--- config.mk ---
export PLATFORM = sky130hd
export DESIGN_NAME = pc_stack_counter
export DESIGN_NICKNAME = d
export VERILOG_FILES = /design/src/rtl/pc_stack_counter.sv
export SDC_FILE = /design/constraint.sdc
export NUM_CORES = 1
export LEC_CHECK = 0
export CAP_MARGIN = 40
export CORE_UTILIZATION = 34
export CTS_CLUSTER_DIAMETER = 60
export DETAILED_ROUTE_END_ITERATION = 10
export GPL_TIMING_DRIVEN = 0
export HOLD_SLACK_MARGIN = 0.15
export PLACE_DENSITY = 0.71
export SYNTH_ARGS = -nofsm -noshare
export SYNTH_HDL_FRONTEND = slang
export SYNTH_SLANG_ARGS = --single-unit
--- constraint.sdc ---
create_clock -name clk -period 1.6 [get_ports clk]
set_clock_uncertainty 0.2 [all_clocks]
set_input_delay 0.24 -clock clk [delete_from_list [all_inputs] [get_ports clk]]
set_output_delay 0.24 -clock clk [all_outputs]
set_load 0.01 [all_outputs]
--- src/rtl/pc_stack_counter.sv ---
`default_nettype none
// ============================================================================
// Module      : pc_stack_counter
// Description : WIDTH-bit program counter with load, increment, signed
//               relative branch, registered bus output enable and an
//               optional hardware return-address stack for call/return.
//               Define PC_RAS_EN to build the return-address stack; without
//               it call acts as load and ret acts as no command.
// Revision    : 1.0 - initial release
// ============================================================================
module pc_stack_counter #(
    parameter int               WIDTH     = 4,
    parameter int               RAS_DEPTH = 4,
    parameter logic [WIDTH-1:0] RESET_VEC = '0
) (
    input  logic             clk,
    input  logic             rst_n,
    input  logic [WIDTH-1:0] d_in,
    input  logic             load,
    input  logic             rel,
    input  logic             cp,
    input  logic             call,
    input  logic             ret,
    input  logic             ep,
    output logic [WIDTH-1:0] bus_out,
    output logic             bus_oe,
    output logic [WIDTH-1:0] pc,
    output logic             ras_full,
    output logic             ras_empty,
    output logic             ras_err
);

    logic [WIDTH-1:0] r_pc;
    logic             r_bus_oe;
    logic [WIDTH-1:0] w_pc_next;
    logic [WIDTH-1:0] w_pc_inc;

    // pc+1 is shared by the count command and the pushed return address
    assign w_pc_inc = r_pc + WIDTH'(1);

`ifdef PC_RAS_EN
    // Stack pointer must represent 0..RAS_DEPTH inclusive
    localparam int              c_SPW     = $clog2(RAS_DEPTH + 1);
    localparam int              c_IDXW    = (RAS_DEPTH > 1) ? $clog2(RAS_DEPTH) : 1;
    localparam logic [c_SPW-1:0] c_SP_FULL = c_SPW'(RAS_DEPTH);

    logic [WIDTH-1:0]  r_stack [RAS_DEPTH];
    logic [c_SPW-1:0]  r_sp;
    logic              r_err;
    logic              w_full;
    logic              w_empty;
    logic              w_push;
    logic              w_pop;
    logic              w_err_set;
    logic [c_SPW-1:0]  w_sp_dec;
    logic [c_IDXW-1:0] w_push_idx;
    logic [c_IDXW-1:0] w_pop_idx;

    assign w_full     = (r_sp == c_SP_FULL);
    assign w_empty    = (r_sp == '0);
    assign w_sp_dec   = r_sp - c_SPW'(1);
    assign w_push_idx = r_sp[c_IDXW-1:0];
    assign w_pop_idx  = w_sp_dec[c_IDXW-1:0];

    // Command decode with priority ret > call > load > rel > cp
    always_comb begin
        w_pc_next = r_pc;
        w_push    = 1'b0;
        w_pop     = 1'b0;
        w_err_set = 1'b0;
        if (ret) begin
            if (w_empty) begin
                w_err_set = 1'b1;
            end else begin
                w_pc_next = r_stack[w_pop_idx];
                w_pop     = 1'b1;
            end
        end else if (call) begin
            // The jump is taken even when the push is refused
            w_pc_next = d_in;
            if (w_full) begin
                w_err_set = 1'b1;
            end else begin
                w_push = 1'b1;
            end
        end else if (load) begin
            w_pc_next = d_in;
        end else if (rel) begin
            // Modulo add of the raw offset equals adding its sign extension
            w_pc_next = r_pc + d_in;
        end else if (cp) begin
            w_pc_next = w_pc_inc;
        end
    end

    // Stack storage is deliberately not reset; only the pointer is
    always_ff @(posedge clk) begin
        if (w_push) begin
            r_stack[w_push_idx] <= w_pc_inc;
        end
    end

    // Stack pointer and sticky error flag
    always_ff @(posedge clk or negedge rst_n) begin
        if (!rst_n) begin
            r_sp  <= '0;
            r_err <= 1'b0;
        end else begin
            if (w_push) begin
                r_sp <= r_sp + c_SPW'(1);
            end else if (w_pop) begin
                r_sp <= w_sp_dec;
            end
            if (w_err_set) begin
                r_err <= 1'b1;
            end
        end
    end

    assign ras_full  = w_full;
    assign ras_empty = w_empty;
    assign ras_err   = r_err;
`else
    // Command decode: ret is a no-op that still blocks lower priorities
    always_comb begin
        w_pc_next = r_pc;
        if (ret) begin
            w_pc_next = r_pc;
        end else if (call || load) begin
            w_pc_next = d_in;
        end else if (rel) begin
            w_pc_next = r_pc + d_in;
        end else if (cp) begin
            w_pc_next = w_pc_inc;
        end
    end

    assign ras_full  = 1'b0;
    assign ras_empty = 1'b1;
    assign ras_err   = 1'b0;
`endif

    // Program counter and registered bus enable
    always_ff @(posedge clk or negedge rst_n) begin
        if (!rst_n) begin
            r_pc     <= RESET_VEC;
            r_bus_oe <= 1'b0;
        end else begin
            r_pc     <= w_pc_next;
            r_bus_oe <= ep;
        end
    end

    assign pc      = r_pc;
    assign bus_oe  = r_bus_oe;
    assign bus_out = r_bus_oe ? r_pc : '0;

endmodule
`default_nettype wire
**Yosys cells after proc, flatten, opt, wreduce, memory -nomap -nowiden**

Index checks and enable logic that the tools add are counted.
Widths: inputs -> output; s select.

- $add $sub $neg: 2
- Multiplexer cells: 4
- Bitwise gates (word level): 1
- Reduce and logical (&&, ||, !) cells: 3

Operators with widths:

| kind | count |
|---|---|
| $mux 4 | 4 |
| $add 4x1->4 const B | 1 |
| $add 4x4->4 | 1 |
| $reduce_bool 3->1 | 1 |
| $reduce_and 2->1 | 1 |
| $logic_or 1x1->1 | 1 |
| $not 1->1 | 1 |

- Register bits after elaboration: 5
- Bits of input ports: 12
- Logic and storage cells: 12

**Logic depth before layout (Yosys ltp)**

Gate-level depths: netlist (run 1).

- Depth after elaboration: 4
- Mapped depth: 7
- Gate-level depth less buffers: 7

**Worst setup path before layout (run 1)**

Ideal clock, no wire load.

- Path kind: reg2reg
- Start point: reg r_pc[2], in the netlist pc[2]
- End point: reg r_pc[3], in the netlist pc[3]
- Setup time: 134 ps
- Arrival time: 1470 ps
- Slack: -203 ps
- Cell stages (with the launch flop): 6
- Buffers on the path: 0
- Period minus slack after synthesis: 1803 ps
- Cells stage by stage: dfrtp_1 > ha_1 > a21oi_1 > a2111oi_0 > o31ai_1 > nand3_1

- Cells in the longest elaborated chain, start to end: 4

Ends and longest elaborated chain:

| element | line | text |
|---|---|---|
| start: declaration | 33 | `logic [WIDTH-1:0] r_pc;` |
| start signal: assignment | 149 | `r_pc <= w_pc_next;` |
| $add 4x1->4 | 39 | `assign w_pc_inc = r_pc + WIDTH'(1);` |
| $mux 4 | 133 | `end else if (cp) begin` |
| $mux 4 (*) | 131 | `end else if (rel) begin` |
| $mux 4 (*) | 129 | `end else if (call \|\| load) begin` |

Every way passes the cells marked *; elsewhere a longest branch is shown, timed or not. The select of a mux whose other input is x is not followed.
A chain may end at the register's enable or synchronous reset.

**Worst setup path after layout (run 1)**

- Start point: reg r_pc[0], in the netlist pc[0]
- End point: reg r_pc[1], in the netlist pc[1]

The elaborated chain is that of the path after synthesis.

==> results_dict.tcl, run 1 <==
set metrics [dict create \
    synth_area_leaders "dfrtp_1, ha_1, and2_1, a2111oi_0, buf_4" \
    synth_top_area_share_pct 26.25 \
    seq_power_share_pct 25.4 \
    core-area_sq_um 1301 \
    critPathLaunchType "register" \
    powerDensity_nw_per_um2 750.9 \
    cts.sinks 5 \
    p_sw_share_pct 34.38 \
    synth.distinct_cells 27 \
    run_status "finished with violations" \
    hold_violations 0 \
    p_clk_share_pct 20.1 \
    path_max_fanout 3 \
    syn_inst 57 \
    grt-ovfl-total 0 \
    diodes 0 \
    final_max_slew_viol_count 0 \
    drt_wl_total_um 1441 \
    drive_gt1_share_pct 47.37 \
    drt_iter0_drc 3 \
    fmax_mhz 566.3 \
    p_leak_uw 0.0004090 \
    clkLatencyLatePin_ps 230 \
    drc 0 \
    die_w_um 39.45 \
    r2r-start "pc[0]" \
    grt_pass1_wl_um 2028 \
    start_util_pct 36.63 \
    dr_total_vias 564 \
    cap_violations 0 \
    firstDrtPassIters 2 \
    avgViaCountPerCell 5.127 \
    crit_path_end_kind "register" \
    yosys.area.top_type "dfrtp_1" \
    internal_power_uw 456.2 \
    dp.cells 93 \
    clk_pin_slew_ps 40 \
    synth-seq-cells 5 \
    grt_pass1_vias 455 \
    cp_data_required_time_ps 1550 \
    yosysWarningCount 0 \
    finalCriticalPeriod_ps 1766 \
    combPwrFrac_pct 54.5 \
    cts_buffer_depth 2 \
    worst-setup-path-type "register to register" \
    arrival_ps 1710 \
    p_sw_uw 239.0 \
    finalNonFillerCells 110 \
    rsz0062_at_grt "true" \
    period_share_pct 110.4 \
    cts_tree "done" \
    violations "setup timing" \
    dp_hpwl_um 949.1 \
    syn_to_final_growth_pct 94.23 \
    seqCellArea_sq_um 130.1 \
    dieHeight_um 39.45 \
    place.gp.congestion 0.7290 \
    htreeDepth 1 \
    cts_root_buf "clkbuf_4" \
    peakVddDrop_mv 0.4631 \
    tns_ps -323.6 \
    fillers 113 \
    yosysSeqAreaShare_pct 26.25 \
    cts_buffers 3 \
    antenna_found_initial 0 \
    final_antenna_net_count 0 \
    rows 13 \
    critPathLaunch "pc[0]" \
    multiInputGateArea_sq_um 447.9 \
    avgSynthCellArea_sq_um 8.363 \
    die_area_sq_um 1556 \
    hold_path.startpoint "rel" \
    layout.nets 112 \
    netlist_area_sq_um 476.7 \
    hp-class "primary input to register" \
    setup_ws_ps -165.8 \
    track_usage_pct 20.33 \
    ios 24 \
    grt_max_degree 8 \
    setup-violations-final 3 \
    routedWlPerCell_um 13.10 \
    total_power_uw 695.3 \
    io_buffers 20 \
]
[critical path: stages, from the launching register on]
cell     delay, ps
dfrtp_2        420
ha_4           180
inv_2           50
fa_2           420
o31ai_2        210
nand2_1         90
o21ai_1        110
[repair_timing]
action                                  in CTS  in global routing
pin swaps                                    8                  9
buffers inserted                             5                  7
endpoints found under the setup margin      13                  4
endpoints found under the hold margin        5                  0
resized for setup                           32                 13
hold buffers                                 1                  0
[flip-flops by register name, indices dropped and copies added, names as in the netlist]
register  flops
pc            4
bus_oe        1
[kinds of logic after synthesis]
| logic type | Yosys count | share of synthesized area, % |
|---|---|---|
| compound gates | 14 | 19.69 |
| xor+xnor | 1 | 1.838 |
| fa+ha+maj | 4 | 12.07 |
| buf+inv | 6 | 7.086 |
| flops | 5 | 26.25 |
| mux | 2 | 4.200 |
| other cells | 2 | 1.575 |
| simple gates | 23 | 27.30 |
[area by class of cell]
class | instances | area share [%]
Buffer | 3 | 2.432
Clock buffer | 4 | 2.838
Inverter | 3 | 1.216
Multi-Input combinational cell | 47 | 48.38
Sequential cell | 5 | 14.05
Tap cell | 15 | 2.027
Timing Repair Buffer | 33 | 29.05
[metal layers]
| metal | track usage, % | up-vias | share of wire (%) |
|---|---|---|---|
| met5 | 0 | - | 0 |
| met4 | 10.34 | 0 | 0.56 |
| met3 | 5.114 | 2 | 3.4 |
| met2 | 31.97 | 14 | 48 |
| met1 | 25.17 | 269 | 48 |
| li1 | - | 279 | - |
[path summary, 6_finish.rpt]
check,to,slack [ps],cells past startpoint
min in group asynchronous,bus_oe,570,2
max in group asynchronous,pc[1],430,2
hold / removal,pc[3],240,3
hold reg to reg,pc[1],480,2
setup reg to reg,pc[1],-170,6
setup / recovery,pc[1],-170,6
[power by group through the flow]
stage	Sequential, uW	Clock [uW]	Combinational [uW]
after floorplan	181	0	152
after global placement	180	0	277
after detailed placement	181	0	281
after CTS	177	146	330
after global routing	179	158	412
final	176	140	379
[synth_stat cells (all sizes together)]
cell     instances
a2111oi          3
a21boi           1
a21o             1
a21oi            3
and2             5
and3b            1
and4b            1
buf              3
conb             2
dfrtp            5
fa               1
ha               3
inv              3
mux2i            2
nand2            2
nand2b           1
nand3            2
nand4            1
nor2             5
nor3             1
nor4             1
o211ai           1
o21ai            3
o31ai            2
or2              2
or4              1
xnor2            1
[per-stage QoR]
step           utilization, %  setup slack (ps)  hold WS (ps)  cell area [sq um]
6_report                71.15            -165.8         242.1              925.9
2_1_floorplan               -            -80.21        -255.6              528.0
3_3_place_gp            57.40            -792.5         280.7              747.0
3_5_place_dp            57.40            -771.5         278.8              747.0
5_1_grt                 71.15            -242.3         229.0              925.9
4_1_cts                 67.60            -174.8         240.2              879.6
[placed cells by master (no fill, tap or decap), types with 3 or more instances in the layout]
cell type        count
and2_1               4
clkbuf_2             3
nor2_1               5
clkbuf_4             3
buf_4               15
ha_4                 3
clkdlybuf4s50_1      4
dfrtp_2              4
dlygate4sd2_1        9
conb_1               3
Note: power is estimated with default switching activity, not from simulation.
==> run 2: changes to the inputs <==
PLACE_DENSITY = 0.73   (was 0.71)
==> results_dict.tcl, run 2 (synthesized netlist as in run 1, its figures left out) <==
set metrics [dict create \
    fmax_mhz 549.1 \
    hold_violations 0 \
    run_status "finished with violations" \
    hold_path.startpoint "rel" \
    multiInputGateArea_sq_um 479.2 \
    hp-class "primary input to register" \
    grt_max_degree 8 \
    drive_gt1_share_pct 46.15 \
    fillers 106 \
    peakVddDrop_mv 0.5970 \
    core-area_sq_um 1301 \
    dpl_cell_area_sq_um 747.0 \
    slowest_delay_ps 430 \
    final_area_sq_um 934.6 \
    arrival_ps 1730 \
    routedWlPerCell_um 14.77 \
    layout.nets 108 \
    r2r_cells 5 \
    rows 13 \
    start_util_pct 36.63 \
    final_cell_mix "dlygate4sd2_1, buf_4, nor2_1" \
    min_to "pc[3]" \
    clkLatencyLatePin_ps 230 \
    die_area_sq_um 1556 \
    grt-ovfl-total 0 \
    seqCellArea_sq_um 130.1 \
    drt_iter0_drc 11 \
    setup_ws_ps -221.1 \
    violations "setup timing" \
    tns_ps -354.3 \
    cp_num_buf_inv 0 \
    critPathLaunch "pc[2]" \
    final_common_cell "dlygate4sd2_1" \
    cap_violations 0 \
    final_max_slew_viol_count 0 \
    cp_data_required_time_ps 1510 \
    dr_total_vias 554 \
    track_usage_pct 20.31 \
    final_antenna_net_count 0 \
    crit_path_end_kind "register" \
    dp_hpwl_um 969.2 \
    worst-setup-path-type "register to register" \
    dp.cells 93 \
    rsz0062_at_grt "true" \
    cts_buffers 3 \
    cts_tree "done" \
    diodes 0 \
    post-place-ws_ps -837.0 \
    path_max_fanout 5 \
    whs_path_depth 3 \
    p_leak_uw 0.0003987 \
    place.gp.congestion 0.6822 \
    cp.depth 5 \
    crit_slowest_cell "dfrtp_2" \
    path_cells "ha_4, nand3_4, and4b_1, o31ai_2, nand3_2" \
    htreeDepth 1 \
    r2r-start "pc[2]" \
    largest_reg_flops 4 \
    clk_pin_slew_ps 40 \
    drt_wl_total_um 1566 \
    io_buffers 20 \
    die_w_um 39.45 \
    dieHeight_um 39.45 \
    setup-violations-final 3 \
    grt_pass1_wl_um 2035 \
    avgViaCountPerCell 5.226 \
    ios 24 \
    grt_pass1_vias 481 \
    critPathTopFamily "simple AND/OR/NAND/NOR gates" \
    whs_ps 229.5 \
    powerDensity_nw_per_um2 735.1 \
    finalNonFillerCells 106 \
    period_share_pct 113.8 \
    cts.sinks 5 \
    cts_buffer_depth 2 \
    finalCriticalPeriod_ps 1821 \
    drc 0 \
    firstDrtPassIters 4 \
    r2r_end "pc[3]" \
    critPathLaunchType "register" \
    antenna_found_initial 0 \
    syn_to_final_growth_pct 96.06 \
    cts_root_buf "clkbuf_4" \
    reg2reg_slack_ps -220 \
]
## run 2: cell types whose count changed in the layout (fill, tap and decap cells not counted), sizes merged
cell | before | now
buf | 17 | 12
dlygate4sd2 | 9 | 13
clkbuf | 7 | 5
dlymetal6s2s | 2 | 1
## run 2: timing repair
item	in CTS	in global routing
pin swaps	8	12
setup endpoints to repair	13	3
setup buffers	5	3
hold buffers	1	0
resized for setup	31	13
hold endpoints to repair	5	0
## run 2: worst reg2reg max path, stage by stage (launching register included)
cell and delay (ps):
dfrtp_2 430, ha_4 330, nand3_4 130, and4b_1 230, o31ai_2 280, nand3_2 100
## run 2: through the flow
step	utilization [%]	power (uW)
after floorplan	-	333.8
after global placement	57.40	454.0
after detailed placement	57.40	461.3
after CTS	67.79	651.4
after global routing	71.83	733.2
final	71.83	687.1
## run 2: final cells by class
type | instances | share of cell area [%]
Buffer | 3 | 2.410
Clock buffer | 4 | 2.811
Inverter | 3 | 1.205
Multi-Input combinational cell | 47 | 51.27
Sequential cell | 5 | 13.92
Tap cell | 15 | 2.008
Timing Repair Buffer | 29 | 26.37
## run 2: power breakdown
part / internal (uW) / switching (uW) / leakage (uW)
clock: 93.6 / 41.8 / 0.0000150
combinational: 201 / 175 / 0.000330
sequential: 150 / 25.2 / 0.0000539
## run 2: worst max-delay path by stage
stage,end,slack [ps]
floorplan,pc[3],-80
detailed placement,pc[3],-840
global placement,pc[3],-790
finish,pc[3],-220
CTS,pc[1],-190
global route,pc[3],-260
## run 2: metal layers
metal	global-route usage, %	vias up	routed length (um)
li1	-	270	-
met5	0	-	0
met3	3.409	2	67
met2	33.20	22	813
met4	12.93	0	23
met1	24.05	260	661
==> run 3: changes to the inputs <==
SKIP_CTS_REPAIR_TIMING = 1   (was not set)
==> results_dict.tcl, run 3 (synthesized netlist as in run 1, its figures left out) <==
set metrics [dict create \
    run_status "finished with violations" \
    violations "setup timing" \
    syn_to_final_growth_pct 99.74 \
    ios 24 \
    r2r_end "pc[1]" \
    cap_violations 0 \
    io_buffers 20 \
    whs_path_depth 3 \
    total_power_uw 682.2 \
    reg2reg_slack_ps -210 \
    peakVddDrop_mv 0.5167 \
    arrival_ps 1760 \
    grt_pass1_wl_um 1869 \
    dp.cells 93 \
    drt_wl_total_um 1523 \
    htreeDepth 1 \
    fillers 91 \
    seq_power_share_pct 26.4 \
    path_cells "ha_4, inv_2, fa_2, o31ai_2, nand2_1, o21ai_1" \
    dr_total_vias 556 \
    hold_path.startpoint "d_in[0]" \
    crit_slowest_cell "dfrtp_2" \
    p_leak_uw 0.0004787 \
    largest_reg_flops 4 \
    cts_buffers 3 \
    cts_tree "done" \
    p_sw_share_pct 34.39 \
    die_w_um 39.45 \
    cts_buffer_depth 2 \
    avgViaCountPerCell 5.295 \
    rsz0062_at_grt "true" \
    powerDensity_nw_per_um2 716.4 \
    final_max_slew_viol_count 0 \
    cp_num_buf_inv 1 \
    worst-setup-path-type "register to register" \
    critPathTopFamily "adder cells" \
    dp_hpwl_um 969.2 \
    diodes 0 \
    grt_max_degree 10 \
    core-area_sq_um 1301 \
    p_clk_share_pct 20.3 \
    drt_iter0_drc 9 \
    layout.nets 107 \
    r2r-start "pc[0]" \
    period_share_pct 113.1 \
    finalCriticalPeriod_ps 1810 \
    clkLatencyLatePin_ps 240 \
    final_common_cell "dlymetal6s2s_1" \
    die_area_sq_um 1556 \
    internal_power_uw 447.6 \
    critPathLaunchType "register" \
    cts.sinks 5 \
    cp_data_required_time_ps 1550 \
    path_max_fanout 4 \
    crit_path_end_kind "register" \
    p_sw_uw 234.6 \
    final_cell_mix "dlymetal6s2s_1, buf_4, clkdlybuf4s50_1" \
    final_antenna_net_count 0 \
    hold_violations 0 \
    drc 0 \
    dieHeight_um 39.45 \
    grt_pass1_vias 454 \
    setup-violations-final 5 \
    start_util_pct 36.63 \
    cts_root_buf "clkbuf_4" \
    combPwrFrac_pct 53.3 \
    whs_ps 164.1 \
    min_to "pc[0]" \
    hp-class "primary input to register" \
    clk_pin_slew_ps 40 \
    rows 13 \
    drive_gt1_share_pct 40.00 \
    place.gp.congestion 0.6822 \
    slowest_delay_ps 430 \
    fmax_mhz 552.5 \
    r2r_cells 6 \
    post-place-ws_ps -837.0 \
    finalNonFillerCells 105 \
    grt-ovfl-total 0 \
    firstDrtPassIters 4 \
    routedWlPerCell_um 14.50 \
    setup_ws_ps -209.9 \
    antenna_found_initial 0 \
    track_usage_pct 18.54 \
]
run 3: worst register-to-register path: stages (launching register included):
cell and delay (ps):
dfrtp_2 430, ha_4 180, inv_2 50, fa_2 430, o31ai_2 230, nand2_1 90, o21ai_1 120
run 3: power by group through the flow:
| stage | clock [uW] | sequential (uW) | combinational, uW |
|---|---|---|---|
| CTS | 142 | 178 | 284 |
| floorplan | 0 | 181 | 152 |
| global route | 153 | 184 | 390 |
| detailed placement | 0 | 180 | 281 |
| global placement | 0 | 179 | 276 |
| finish | 139 | 180 | 364 |
run 3: area by class of cell:
class | count | area (sq um) | area share, %
multi-input cells | 47 | 456.7 | 47.96
flip-flops and latches | 5 | 128.9 | 13.53
plain buffers | 3 | 22.52 | 2.365
clock buffers | 4 | 26.28 | 2.760
inverters | 3 | 11.26 | 1.183
repair buffers | 28 | 287.8 | 30.22
well taps | 15 | 18.77 | 1.971
run 3: how the worst max path moves through the flow:
stage	start	endpoint	slack [ps]	cells after the start
final	pc[0]	pc[1]	-210	6
after global routing	pc[2]	pc[3]	-270	5
after CTS	rel	pc[3]	-580	5
after detailed placement	rel	pc[3]	-840	5
after global placement	rel	pc[3]	-790	5
after floorplan	pc[2]	pc[3]	-80	5
run 3: stage by stage:
stage          area [sq um]  setup TNS, ps  util, %
2_1_floorplan         528.0         -185.1        -
3_3_place_gp          747.0          -2982    57.40
3_5_place_dp          747.0          -3132    57.40
4_1_cts               773.2          -2972    59.42
5_1_grt               952.2         -970.8    73.17
6_report              952.2         -695.1    73.17
run 3: routing by layer:
metal | share of wire [%] | vias to the layer above | global-route usage [%]
met1 | 38 | 259 | 20.62
met2 | 55 | 27 | 31.15
met5 | 0 | - | 0
met4 | 0.79 | 0 | 12.93
met3 | 6.2 | 2 | 3.409
li1 | - | 268 | -
